`config.mk`:
```
export PLATFORM = sky130hd
export DESIGN_NAME = sap3_mem_arbiter
export DESIGN_NICKNAME = d
export VERILOG_FILES = /design/src/rtl/sap3_mem_arbiter.sv
export SDC_FILE = /design/constraint.sdc
export NUM_CORES = 1
export LEC_CHECK = 0
export CAP_MARGIN = 10
export CELL_PAD_IN_SITES_DETAIL_PLACEMENT = 2
export CELL_PAD_IN_SITES_GLOBAL_PLACEMENT = 2
export CORE_UTILIZATION = 36
export CTS_BUF_LIST = sky130_fd_sc_hd__clkbuf_8
export DETAILED_ROUTE_END_ITERATION = 8
export DONT_BUFFER_PORTS = 1
export PLACE_DENSITY_LB_ADDON = 0.08
export RECOVER_POWER = 25
export SLEW_MARGIN = 20
export SYNTH_ARGS = -nofsm -noshare
export SYNTH_HDL_FRONTEND = slang
export SYNTH_SLANG_ARGS = --single-unit
```
`constraint.sdc`:
```
create_clock -name clk -period 1.8 [get_ports clk]
set_clock_uncertainty 0.2 [all_clocks]
set_input_delay 0.36 -clock clk [delete_from_list [all_inputs] [get_ports clk]]
set_output_delay 0.36 -clock clk [all_outputs]
set_load 0.05 [all_outputs]
```
`src/rtl/sap3_mem_arbiter.sv`:
```
// Two-port memory arbiter for the SAP-3 external memory interface.
// Each access runs as an address phase followed by a write or timed read phase, then a one-cycle ack.
module sap3_mem_arbiter #(
   parameter int unsigned ADDR_W     = 16,
   parameter int unsigned DATA_W     = 8,
   parameter int unsigned READ_WAIT  = 2,
   parameter int unsigned FIXED_PRIO = 0
) (
   input  logic              clk,
   input  logic              rst_n,
   input  logic              req0,
   input  logic              req1,
   input  logic              we0,
   input  logic              we1,
   input  logic [ADDR_W-1:0] addr0,
   input  logic [ADDR_W-1:0] addr1,
   input  logic [DATA_W-1:0] wdata0,
   input  logic [DATA_W-1:0] wdata1,
   output logic              ack0,
   output logic              ack1,
   output logic [DATA_W-1:0] rdata,
   output logic              busy,
   output logic              owner,
   output logic              mem_mar_we,
   output logic              mem_ram_we,
   output logic [ADDR_W-1:0] mem_bus,
   output logic              mem_bus_oe,
   input  logic [DATA_W-1:0] mem_rdata
);

   localparam int unsigned CNT_W = 4;
   localparam logic [CNT_W-1:0] RD_LAST = CNT_W'(READ_WAIT - 1);

   localparam logic [2:0] S_IDLE = 3'd0;
   localparam logic [2:0] S_ADDR = 3'd1;
   localparam logic [2:0] S_WR   = 3'd2;
   localparam logic [2:0] S_RD   = 3'd3;
   localparam logic [2:0] S_ACK  = 3'd4;

   logic [2:0]        state_q, state_d;
   logic [CNT_W-1:0]  cnt_q, cnt_d;
   logic              owner_q, owner_d;
   logic              we_q, we_d;
   logic [ADDR_W-1:0] addr_q, addr_d;
   logic [DATA_W-1:0] wdata_q, wdata_d;
   logic              last_q, last_d;
   logic [DATA_W-1:0] rdata_q, rdata_d;
   logic              ack0_q, ack0_d;
   logic              ack1_q, ack1_d;
   logic              busy_q, busy_d;
   logic              mar_q, mar_d;
   logic              ram_q, ram_d;
   logic [ADDR_W-1:0] bus_q, bus_d;
   logic              oe_q, oe_d;
   logic              pick1;

   // Port 1 wins when alone, or on a tie when round-robin says port 0 went last.
   always_comb begin
      pick1 = req1 & (~req0 | ((FIXED_PRIO == 0) & ~last_q));
   end

   // Next state, then every registered output derived from the next state.
   always_comb begin
      state_d = state_q;
      cnt_d   = cnt_q;
      owner_d = owner_q;
      we_d    = we_q;
      addr_d  = addr_q;
      wdata_d = wdata_q;
      last_d  = last_q;
      rdata_d = rdata_q;

      case (state_q)
         S_IDLE: begin
            if (req0 | req1) begin
               owner_d = pick1;
               we_d    = pick1 ? we1 : we0;
               addr_d  = pick1 ? addr1 : addr0;
               wdata_d = pick1 ? wdata1 : wdata0;
               state_d = S_ADDR;
            end
         end
         S_ADDR: begin
            cnt_d   = '0;
            state_d = we_q ? S_WR : S_RD;
         end
         S_WR: state_d = S_ACK;
         S_RD: begin
            if (cnt_q == RD_LAST) begin
               rdata_d = mem_rdata;
               state_d = S_ACK;
            end else begin
               cnt_d = cnt_q + CNT_W'(1);
            end
         end
         S_ACK: begin
            last_d  = owner_q;
            state_d = S_IDLE;
         end
         default: state_d = S_IDLE;
      endcase

      mar_d  = (state_d == S_ADDR);
      ram_d  = (state_d == S_WR);
      oe_d   = mar_d | ram_d;
      bus_d  = mar_d ? addr_d : (ram_d ? ADDR_W'(wdata_d) : '0);
      ack0_d = (state_d == S_ACK) & ~owner_d;
      ack1_d = (state_d == S_ACK) & owner_d;
      busy_d = (state_d != S_IDLE);
   end

   always_ff @(posedge clk or negedge rst_n) begin
      if (!rst_n) begin
         state_q <= S_IDLE;
         cnt_q   <= '0;
         owner_q <= 1'b0;
         we_q    <= 1'b0;
         addr_q  <= '0;
         wdata_q <= '0;
         last_q  <= 1'b1;
         rdata_q <= '0;
         ack0_q  <= 1'b0;
         ack1_q  <= 1'b0;
         busy_q  <= 1'b0;
         mar_q   <= 1'b0;
         ram_q   <= 1'b0;
         bus_q   <= '0;
         oe_q    <= 1'b0;
      end else begin
         state_q <= state_d;
         cnt_q   <= cnt_d;
         owner_q <= owner_d;
         we_q    <= we_d;
         addr_q  <= addr_d;
         wdata_q <= wdata_d;
         last_q  <= last_d;
         rdata_q <= rdata_d;
         ack0_q  <= ack0_d;
         ack1_q  <= ack1_d;
         busy_q  <= busy_d;
         mar_q   <= mar_d;
         ram_q   <= ram_d;
         bus_q   <= bus_d;
         oe_q    <= oe_d;
      end
   end

   assign ack0       = ack0_q;
   assign ack1       = ack1_q;
   assign rdata      = rdata_q;
   assign busy       = busy_q;
   assign owner      = owner_q;
   assign mem_mar_we = mar_q;
   assign mem_ram_we = ram_q;
   assign mem_bus    = bus_q;
   assign mem_bus_oe = oe_q;

endmodule

```
==> flow_summary.yaml, run 1 <==
route:
  routedWlPerCell_um: 20.47
  post-route-drc-count: 0
  dr_total_vias: 1329
  drt_iter0_drc: 21
  antenna_violating_nets_post_route: 0
  drt_wl_total_um: 5138
  dr.pass1.iters: 3
  viasPerCell: 5.295
final_layout:
  fillCellCount: 572
  nets: 242
  drive_gt1_share_pct: 32.40
  fin_util_pct: 45.07
  antennaDiodeCount: 0
  final_area_um2: 2527
  syn_to_final_growth_pct: 18.41
timing:
  layout_min_cycle_time_ns: 1.901
  whs_ns: 0.01626
  tightest_slew_ns: 0.6683
  drv_slew: 0
  max_slew_margin_pct: 55.45
  fmax_mhz: 526.0
  fin_crit_sh_pct: 105.6
  setup_viol: 13
  finalWorstSetupSlack_ns: -0.1013
  rsz0062_at_grt: "yes"
  hold_viol_final: 0
  fin_setup_tns_ns: -1.100
floorplanning:
  die-area_um2: 6241
  num_rows: 27
  fp.dieW_um: 79
  initial_core_util_pct: 38.06
  core-area_um2: 5608
  fp.dieH_um: 79
  io-pin-count: 93
placement:
  port_buffers: 0
  dp_hpwl_um: 3383
  dp_slack_ns: -0.1448
  dpl_cell_area_um2: 2226
  place_congestion: 0.6554
cts:
  path_clk_slew_ns: 0.09
  cts_tree: "yes"
  clkLatencyLatePin_ns: 0.30
  cts_root_buffer: "clkbuf_8"
  clkSinkCount: 48
  cts_buffers: 5
  htreeDepth: 2
  clockBufferDepth: 2
worst_setup_path:
  end_kind: "register"
  worstPathRequired_ns: 1.82
  cp_max_fo: 7
  critPathLaunchType: "register"
  worstSetupPathType: "register to register"
  arrival_ns: 1.92
yosys:
  synth_nets: 220
  yosysWarnings: 0
  synth_seq_cells: 48
  syn_inst: 156
  synth-seq-area-share_pct: 56.33
  netlist_area_um2: 2135
  syn_avg_cell_area_um2: 13.68
  synth_cell_types: 33
grt:
  overflow: 0
  antenna_found_initial: 0
  globalRouteTotalUtil_pct: 17.49
  grt_max_degree: 49
  grt_pass1_vias: 1547
  grt_pass1_wl_um: 8190
power:
  switching_power_mw: 2.255
  p_seq_share_pct: 55.2
  p_clk_share_pct: 17.1
  ir_drop_v: 0.0005521
  sw_frac_of_total_pct: 45.50
  power_density_nw_per_um2: 1961
  combPwrFrac_pct: 27.7
  internal_power_mw: 2.701
  power_leakage_nw: 1.156
status:
  violations: "setup timing"
  status: "finished with violations"
min_path:
  hp-class: "input port to register"
job:
  cap_violations: 0
[metal layers]
layer	GRT usage (%)	wire length [µm]	vias to the layer above	part of all wire (%)
met5	0	0	-	0
met4	4.364	34	0	0.66
met3	4.598	254	5	4.9
met2	31.90	2886	47	56
met1	20.16	1963	683	38
li1	-	-	594	-
[per-stage QoR]
step                      std cells  power (mW)
after floorplan                 156       3.642
after global placement          228       3.874
after detailed placement        228       3.972
after CTS                       248       4.980
after global routing            251       5.218
final                           251       4.956
[power groups by stage]
stage / sequential (mW) / clock (mW) / combinational, mW
2_1_floorplan: 2.68 / 0 / 0.965
3_3_place_gp: 2.73 / 0 / 1.14
3_5_place_dp: 2.76 / 0 / 1.21
4_1_cts: 2.74 / 0.884 / 1.36
5_1_grt: 2.80 / 0.911 / 1.51
6_report: 2.73 / 0.847 / 1.38
[Yosys cell counts, drive strengths merged]
| cell | n | share of area (%) |
|---|---|---|
| o211ai | 3 | 1.1 |
| o31ai | 1 | 0.35 |
| nor3b | 2 | 0.70 |
| o21ai | 4 | 1.1 |
| dfrtp | 47 | 55 |
| nor3 | 1 | 0.47 |
| mux2i | 20 | 9.4 |
| a211o | 1 | 0.41 |
| or3b | 2 | 0.94 |
| mux2 | 25 | 14 |
| buf | 6 | 2.8 |
| nand3 | 1 | 0.23 |
| a21boi | 1 | 0.88 |
| nor2 | 12 | 2.8 |
| clkbuf | 1 | 0.18 |
| nand2 | 4 | 0.70 |
| dfstp | 1 | 1.2 |
| o2bb2ai | 8 | 3.3 |
| nand2b | 2 | 0.59 |
| inv | 6 | 1.2 |
| and3b | 1 | 0.41 |
| ha | 2 | 1.2 |
| nand3b | 1 | 0.35 |
| o41ai | 1 | 0.41 |
| a21oi | 3 | 0.70 |
[layout make-up]
cell class                      instances  area (µm²)  area share [%]
Timing Repair Buffer                   22       202.7           8.020
Clock buffer                            7       96.34           3.812
Multi-Input combinational cell         95       879.6           34.80
Tap cell                               72       90.09           3.564
Inverter                                6       25.02          0.9901
Sequential cell                        48        1204           47.62
Clock inverter                          1       30.03           1.188
[timing repair]
| item | 4_1_cts | 5_1_grt |
|---|---|---|
| endpoints found under the hold margin | 54 | 1 |
| setup endpoints to repair | 9 | 14 |
| pin swaps | 1 | 2 |
| gates cloned | 0 | 0 |
| setup buffers | 4 | 2 |
| hold buffers | 8 | 1 |
| gates resized for setup | 11 | 2 |
[final timing paths]
path,slack (ns),startpoint,cells after the start,to
hold reg to reg,0.29,wdata_q[3]$_DFF_PN0_,1,mem_bus[3]$_DFF_PN0_
setup / recovery,-0.10,state_q[1]$_DFF_PN0_,4,mem_bus[4]$_DFF_PN0_
setup reg to reg,-0.10,state_q[1]$_DFF_PN0_,4,mem_bus[4]$_DFF_PN0_
max in group asynchronous,0.45,rst_n,2,state_q[0]$_DFF_PN0_
min in group asynchronous,0.48,rst_n,2,rdata[6]$_DFFE_PN0P_
hold / removal,0.02,mem_rdata[2],1,rdata[2]$_DFFE_PN0P_
[cells in the final DEF (no fill, tap or decap), types with 2 or more instances in the layout]
cell	count
buf_6	2
inv_1	5
o211ai_1	3
nor2_4	2
nor2_1	10
a21oi_1	2
clkbuf_8	7
nand2b_1	2
mux2_2	15
buf_4	9
nand2_1	4
mux2_4	10
dlygate4sd3_1	8
o21ai_0	3
o2bb2ai_1	8
mux2i_1	20
nor3b_1	2
dfrtp_1	46
[kinds of logic (layout without fill, tap and decap cells)]
family	after synthesis	in the layout	share of synthesized area, %
muxes	45	45	22.92
and+or+nand+nor	26	26	7.209
DFF	48	48	56.33
adders and majority gates	2	2	1.172
buffers and inverters	13	36	4.162
AOI/OAI and AO/OA	22	22	8.206
[sequential cells by signal, indices dropped and copies added (netlist names)]
| register | cells |
|---|---|
| wdata_q | 8 |
| state_q | 3 |
| mem_mar_we | 1 |
| ack0 | 1 |
| mem_bus_oe | 1 |
| mem_ram_we | 1 |
| busy | 1 |
| owner | 1 |
| cnt_q | 4 |
| last_q | 1 |
| mem_bus | 16 |
| ack1 | 1 |
| we_q | 1 |
| rdata | 8 |
[worst max-delay path, stage by stage, from the launching register on]
cell	delay [ns]
dfrtp_1	0.48
or3b_1	0.54
nor2_4	0.25
buf_2	0.23
o2bb2ai_1	0.13
Power figures use the tool's default switching activity.
==> run 2, diff against run 1 <==
Settings changed: SETUP_SLACK_MARGIN from default to 0.4.
==> run 2 against run 1 <==
Against the previous run: the run ends with hold timing, setup timing left; clock power down 23%; first-iteration DRC count up 43%; die area unchanged; register-to-register slack about the same; worst setup slack worse by 0.0078 ns; critical path depth up 2; utilization up 6.8 points; clock-buffer cell count down 1; via count up 6.2%; non-clock buffer count up 16; final cell count up 6.8%; largest power group unchanged.
==> flow_summary.yaml, run 2 (synthesized netlist as in run 1, its figures left out) <==
status:
  status: "finished with violations"
  violations: "hold timing, setup timing"
final_layout:
  syn_to_final_growth_pct: 36.40
  antennaDiodeCount: 0
  drive_gt1_share_pct: 59.69
  final_cells: 268
  final_cell_mix: "dfrtp_2 (33), mux2_4 (25), mux2i_1 (17)"
  nets: 259
  mostFrequentLayoutCell: "dfrtp_2"
  fillCellCount: 541
  largest_reg_flops: 16
  fin_util_pct: 51.92
timing:
  setup_viol: 9
  tightest_slew_ns: 0.6213
  fin_setup_tns_ns: -0.8655
  drv_slew: 0
  fin_crit_sh_pct: 106.1
  layout_min_cycle_time_ns: 1.909
  hold_viol_final: 48
  max_slew_margin_pct: 58.04
  fmax_mhz: 523.8
  finalWorstSetupSlack_ns: -0.1091
  whs_ns: -0.4489
  rsz0062_at_grt: "yes"
floorplanning:
  initial_core_util_pct: 38.06
  io-pin-count: 93
  die-area_um2: 6241
  core-area_um2: 5608
  fp.dieW_um: 79
  fp.dieH_um: 79
  num_rows: 27
grt:
  grt_max_degree: 49
  antenna_found_initial: 0
  grt_pass1_vias: 1558
  grt_pass1_wl_um: 8280
  globalRouteTotalUtil_pct: 18.18
  overflow: 0
worst_setup_path:
  cp_max_fo: 8
  arrival_ns: 1.89
  crit_path_end: "rdata[6]$_DFFE_PN0P_"
  cp-startpoint: "cnt_q[1]$_DFFE_PN0P_"
  slowest_delay_ns: 0.41
  worstPathRequired_ns: 1.78
  critPathLaunchType: "register"
  rr_worst_depth: 6
  end_kind: "register"
  cp_top_family: "simple AND/OR/NAND/NOR gates"
  cp.depth: 6
  critical_path.cell_chain: "inv_1 > ha_2 > or3b_4 > nor2_4 > buf_12 > mux2_4"
  cp.buffers_inverters: 2
  worstSetupPathType: "register to register"
  reg2reg_to: "rdata[6]$_DFFE_PN0P_"
  r2r_slack_ns: -0.11
  worstReg2RegStart: "cnt_q[1]$_DFFE_PN0P_"
  slowest_stage: "or3b_4"
power:
  total_power_mw: 5.415
  power_leakage_nw: 1.293
  power_density_nw_per_um2: 1860
  ir_drop_v: 0.0006945
cts:
  cts_buffers: 5
  clkLatencyLatePin_ns: 0.30
  clkSinkCount: 48
  cts_root_buffer: "clkbuf_8"
  path_clk_slew_ns: 0.08
  clockBufferDepth: 2
  cts_tree: "yes"
  htreeDepth: 2
route:
  drt_iter0_drc: 30
  post-route-drc-count: 0
  viasPerCell: 5.269
  dr_total_vias: 1412
  routedWlPerCell_um: 21.10
  drt_wl_total_um: 5655
  antenna_violating_nets_post_route: 0
  dr.pass1.iters: 2
min_path:
  hp-class: "input port to asynchronous set/reset pin"
placement:
  place_congestion: 0.6413
  dp_hpwl_um: 3319
  port_buffers: 0
  placedCellCount: 230
job:
  cap_violations: 0
run 2: cell types whose count changed in the layout (fill, tap and decap cells not counted), sizes merged:
cell / previous run / this run
buf: 13 / 30
clkinvlp: 0 / 1
clkbuf: 8 / 6
inv: 6 / 7
bufinv: 1 / 0
nor2: 12 / 13
run 2: what timing repair did:
item	CTS	global route
pin swaps	8	12
cloned	2	0
hold buffers	6	2
endpoints found under the hold margin	54	50
gates resized for setup	65	23
buffers inserted	10	10
endpoints found under the setup margin	75	71
run 2: through the flow:
stage               instance area [µm²]  worst slack, ns
floorplan                          2182         -0.01125
global placement                   2275         -0.04113
detailed placement                 2275          -0.1020
CTS                                2729          -0.1036
global route                       2912          -0.1700
finish                             2912          -0.1091
run 2: power by group:
part	internal, mW	switching [mW]	leakage, nW	total, mW
Sequential	1.58	1.25	0.567	2.83
Combinational	1.08	0.849	0.678	1.93
Clock	0.307	0.345	0.0486	0.652
run 2: layer usage:
layer / GRT usage, % / part of all wire [%] / vias to the layer above
met1: 19.73 / 37 / 730
met3: 4.138 / 4.3 / 7
met4: 6.000 / 1.1 / 0
met2: 34.40 / 58 / 49
li1: - / - / 626
met5: 0 / 0 / -
run 2: layout make-up:
class                           count  area (µm²)  share of cell area (%)
Clock buffer                        6       82.58                   2.836
Sequential cell                    48        1244                   42.72
Clock inverter                      2       11.26                  0.3868
Tap cell                           72       90.09                   3.094
Multi-Input combinational cell     96        1028                   35.32
Inverter                            6       27.53                  0.9454
Timing Repair Buffer               38       427.9                   14.70
run 2: how the worst min path moves through the flow:
stage / startpoint / to
2_1_floorplan: rst_n / ack0$_DFF_PN0_
5_1_grt: rst_n / mem_bus[11]$_DFF_PN0_
4_1_cts: rst_n / mem_bus[9]$_DFF_PN0_
6_report: rst_n / busy$_DFF_PN0_
3_5_place_dp: rst_n / ack0$_DFF_PN0_
3_3_place_gp: rst_n / ack1$_DFF_PN0_
run 2: worst reg2reg max path: cells and delay by family (launching register included):
kind | cells | cell delay, ns
adder cells (fa/ha/maj) | 1 | 0.17
AND/OR/NAND/NOR | 2 | 0.53
buffers and inverters | 2 | 0.20
flip-flops | 1 | 0.39
multiplexers | 1 | 0.31
